[src/rtl/loader_pkg.sv]
// Shared constants and state encoding for the boot-time RAM loader.
package loader_pkg;

  localparam int ADDR_W_DEF = 4;
  localparam int DATA_W_DEF = 8;
  localparam int RAM_DEPTH  = 2 ** ADDR_W_DEF;

  // Loader FSM states; the encoding is also exported on the state port.
  typedef enum logic [2:0] {
    ST_IDLE      = 3'd0,
    ST_WAIT_BYTE = 3'd1,
    ST_ADDR      = 3'd2,
    ST_WRITE     = 3'd3,
    ST_RELEASE   = 3'd4,
    ST_RUN       = 3'd5
  } state_t;

endpackage

[src/rtl/ram_loader.sv]
// Boot-time loader: owns the CPU bus while host bytes are written into RAM
// (MAR write via mi, then RAM write via ri), then pulses CPU reset and lets
// the CPU run.
//
// Host stream handshake: a byte is transferred on a rising edge where
// in_valid and in_ready are both high. in_ready depends only on state (high
// in WAIT_BYTE only); the host must hold in_data/in_valid stable until the
// transfer happens, and a byte offered while in_ready is low is not consumed.
module ram_loader
  import loader_pkg::*;
#(
  parameter int ADDR_W = ADDR_W_DEF,
  parameter int DATA_W = DATA_W_DEF
) (
  input  logic              clk,
  input  logic              rst,
  input  logic              start,
  input  logic [ADDR_W:0]   load_len,
  input  logic              in_valid,
  input  logic [DATA_W-1:0] in_data,
  output logic              in_ready,
  output logic              bus_oe,
  output logic [DATA_W-1:0] bus_out,
  output logic              mi,
  output logic              ri,
  output logic              cpu_hold,
  output logic              cpu_rst,
  output logic              busy,
  output logic              done,
  output state_t            state
);

  localparam logic [ADDR_W:0]   DEPTH    = (ADDR_W + 1)'(2 ** ADDR_W);
  localparam logic [ADDR_W:0]   CNT_ONE  = (ADDR_W + 1)'(1);
  localparam logic [ADDR_W-1:0] ADDR_ONE = ADDR_W'(1);

  logic [ADDR_W-1:0] addr;
  logic [ADDR_W:0]   count;
  logic [ADDR_W:0]   len;
  logic [DATA_W-1:0] byte_q;
  logic [ADDR_W:0]   len_clamped;
  logic              last_byte;

  // Clamp the requested length so the final write lands on the top address
  // and the address counter never wraps back to 0.
  always_comb begin
    len_clamped = load_len;
    if (load_len > DEPTH) len_clamped = DEPTH;
    last_byte = ((count + CNT_ONE) == len);
  end

  // Loader FSM; every output is set on the edge that enters its state, so
  // all outputs are plain registers.
  always_ff @(posedge clk) begin
    if (rst) begin
      state    <= ST_IDLE;
      addr     <= '0;
      count    <= '0;
      len      <= '0;
      byte_q   <= '0;
      in_ready <= 1'b0;
      bus_oe   <= 1'b0;
      bus_out  <= '0;
      mi       <= 1'b0;
      ri       <= 1'b0;
      cpu_hold <= 1'b1;
      cpu_rst  <= 1'b0;
      busy     <= 1'b0;
      done     <= 1'b0;
    end else begin
      mi      <= 1'b0;
      ri      <= 1'b0;
      bus_oe  <= 1'b0;
      bus_out <= '0;
      cpu_rst <= 1'b0;
      done    <= 1'b0;
      case (state)
        ST_IDLE: begin
          if (start) begin
            len   <= len_clamped;
            addr  <= '0;
            count <= '0;
            busy  <= 1'b1;
            if (len_clamped == '0) begin
              state   <= ST_RELEASE;
              cpu_rst <= 1'b1;
            end else begin
              state    <= ST_WAIT_BYTE;
              in_ready <= 1'b1;
            end
          end
        end
        ST_WAIT_BYTE: begin
          if (in_valid && in_ready) begin
            byte_q   <= in_data;
            in_ready <= 1'b0;
            state    <= ST_ADDR;
            bus_oe   <= 1'b1;
            bus_out  <= DATA_W'(addr);
            mi       <= 1'b1;
          end
        end
        ST_ADDR: begin
          state   <= ST_WRITE;
          bus_oe  <= 1'b1;
          bus_out <= byte_q;
          ri      <= 1'b1;
        end
        ST_WRITE: begin
          if (last_byte) begin
            state   <= ST_RELEASE;
            cpu_rst <= 1'b1;
          end else begin
            addr     <= addr + ADDR_ONE;
            count    <= count + CNT_ONE;
            state    <= ST_WAIT_BYTE;
            in_ready <= 1'b1;
          end
        end
        ST_RELEASE: begin
          state    <= ST_RUN;
          cpu_hold <= 1'b0;
          busy     <= 1'b0;
          done     <= 1'b1;
        end
        ST_RUN: begin
          state <= ST_RUN;
        end
        default: begin
          state <= ST_IDLE;
        end
      endcase
    end
  end

endmodule

[config.mk]
export PLATFORM = sky130hd
export DESIGN_NAME = ram_loader
export DESIGN_NICKNAME = d
export VERILOG_FILES = /design/src/rtl/loader_pkg.sv /design/src/rtl/ram_loader.sv
export SDC_FILE = /design/constraint.sdc
export NUM_CORES = 1
export LEC_CHECK = 0
export BUFFER_PORTS_ARGS = -buffer_cell sky130_fd_sc_hd__buf_2
export CORE_MARGIN = 1
export CORE_UTILIZATION = 50
export DETAILED_ROUTE_END_ITERATION = 10
export PLACE_DENSITY = 0.75
export SYNTH_ARGS = -nofsm -noshare
export SYNTH_HDL_FRONTEND = slang
export SYNTH_SLANG_ARGS = --single-unit
[constraint.sdc]
create_clock -name clk -period 3.7 [get_ports clk]
set_clock_uncertainty 0.05 [all_clocks]
set_input_delay 0.37 -clock clk [delete_from_list [all_inputs] [get_ports clk]]
set_output_delay 0.37 -clock clk [all_outputs]
set_load 0.01 [all_outputs]
==> flow_summary.toml <==
[timing]
tightest_slew_ns = 0.8397
final_hold_viol_count = 0
rsz0062_at_grt = "false"
setup_violations = 0
fmax_mhz = 470.1
max-slew-margin-rel_pct = 43.81
whs_ns = 0.1965
tns_ns = 0
slew_viol_final = 0
post-route-min-period_ns = 2.127
fin_crit_sh_pct = 57.49

[critical_path]
critPathArrivalTime_ns = 2.37
critPathLaunch = "count[0]"
setup.worst_path.class = "flip-flop to flip-flop"
cp.required_ns = 3.95
crit_fanout = 15
crit_path_start_kind = "flip-flop"
r2r_start = "count[0]"
r2r_slack_ns = 1.57
end_kind = "flip-flop"

[drt]
ant_nets = 0
drt-vias-per-instance = 5.274
met2_length_mm = 1.553
vias = 1461
finalWirelength_mm = 3.406
wl_met1_mm = 1.686
drt_iter0_markers = 35
wl_per_cell_um = 12.30
wl_met3_um = 136
top_layer_used = "met4"
drc_errors = 0
dr.pass1.iters = 4

[clocking]
clock_latency_ns = 0.34
post_cts_resized = 0
cts_made_buffers = 5
clock-root-buffer = "clkbuf_4"
cts_hold_buf = 0
cts_tree = "yes"
ctsHtreeMaxLevel = 2
clockBufferDepth = 2
clkSlewWorstSetupHoldPaths_ns = 0.12
cts_setup_buffers = 0
clkSinkCount = 41

[synth]
synth_seq_cells = 41
synth-main-ff-cell = "dfxtp_1"
post-synth-top-area-cell = "dfxtp_1"
synth_top_cells_by_area = "dfxtp_1 (47%), nand2_1 (7.3%), a21oi_1 (4.6%)"
synth_edf_count = 0
ys_warn_count = 0
synth.distinct_cells = 40
avgSynthCellArea_um2 = 8.758
synth_nets = 218
yosysSeqAreaShare_pct = 47.09
synth-async-reset-ratio_pct = 0
post-synth-top-area-fraction_pct = 47.09
syn_area_um2 = 1743
postSynthCellCount = 199

[finish]
n_antenna_cell = 0
syn2layout_area_growth_pct = 14.07
final_nets = 249
mostFrequentLayoutCells = "dfxtp_1 (41), buf_2 (35), nand2_1 (34), a21oi_1 (16), nor2_1 (15)"
drive_above_1_share_pct = 22.08
layout_commonest_cell = "dfxtp_1"

[power]
leakage_uw = 0.0007874
power.density_nw_per_um2 = 385.3
peakVddDrop_uv = 272.1

[place]
port_buffers = 35
place.gp.congestion = 0.7911
dp_hpwl_mm = 2.362

[grt]
grt_pass1_vias = 1242
grt-ovfl-total = 0
grt_pass1_wl_mm = 5.706
grt_antenna_before_repair = 0
track_usage_pct = 20.38
grt_max_degree = 35

[hold_path]
hold_start = "in_data[7]"
holdCritPathClass = "primary input to flip-flop"

[die]
core_um2 = 3337
io_pins = 36
fp.dieW_um = 61.04
die_area_um2 = 3726
die_h_um = 61.04
rows = 21
start_util_pct = 52.23

[status]
status = "finished, final reports clean"

[job]
drv_cap = 0
worst paths after layout:
kind | cells past startpoint | to
max | 6 | addr[3]
min | 3 | byte_q[7]
max reg2reg | 6 | addr[3]
min reg2reg | 2 | byte_q[7]
per-stage QoR:
step / worst slack, ns / cells / area [µm²] / power [µW] / util (%)
after CTS: 1.581 / 277 / 1988 / 770.9 / 59.58
after detailed placement: 1.607 / 269 / 1923 / 537.9 / 57.63
after global routing: 1.390 / 277 / 1988 / 799.2 / 59.58
final: 1.573 / 277 / 1988 / 766.0 / 59.58
after floorplan: 1.829 / 199 / 1743 / 516.1 / -
after global placement: 1.670 / 269 / 1923 / 537.6 / 57.63
layout make-up:
class / count / area (µm²)
clock inverters: 2 / 13.76
flip-flops and latches: 41 / 820.8
fillers: 330 / 1349
inverters: 6 / 22.52
repair buffers: 35 / 175.2
clock buffers: 6 / 51.30
well taps: 46 / 57.56
multi-input cells: 141 / 847.1
report_power, final:
group	total [µW]	internal (µW)	switching (µW)	leakage, µW
Combinational	68.0	27.6	40.4	0.000417
Sequential	460	451	8.90	0.000332
Clock	238	92.8	145	0.0000382
critical path: stages, from the launching register on:
cell,delay [ns]
dfxtp_1,0.37
ha_1,0.34
xnor2_1,0.15
o211ai_1,0.14
a311oi_4,0.57
and2_2,0.30
o311a_1,0.16
kinds of logic after synthesis:
family	share of synthesized area (%)
simple gates	24.34
compound gates	19.31
flops	47.09
fa+ha+maj	1.436
buf+inv	4.307
xor+xnor	3.518
synthesized netlist by cell type (3+ instances only):
library cell and number:
nand2b_1 7, a21oi_1 16, nand3b_1 4, nand2_1 34, dfxtp_1 41, a21o_1 3, xnor2_1 4, buf_2 3
nor2_1 15, clkbuf_1 6, xor2_1 3, a31oi_1 3, and2_1 5, or4_1 4, o211ai_1 4, o21ai_0 6
inv_1 6, a22oi_1 5
layer usage:
| metal | track usage (%) | vias to the layer above |
|---|---|---|
| met3 | 5.252 | 4 |
| li1 | - | 752 |
| met5 | 0 | - |
| met2 | 31.99 | 28 |
| met4 | 3.896 | 0 |
| met1 | 28.59 | 677 |
flip-flops by register name, indices dropped and copies added, names as in the netlist, 3 cells and up:
signal,cells
bus_out,8
byte_q,8
count,5
len,5
addr,4
state,3
Power figures use the tool's default switching activity.
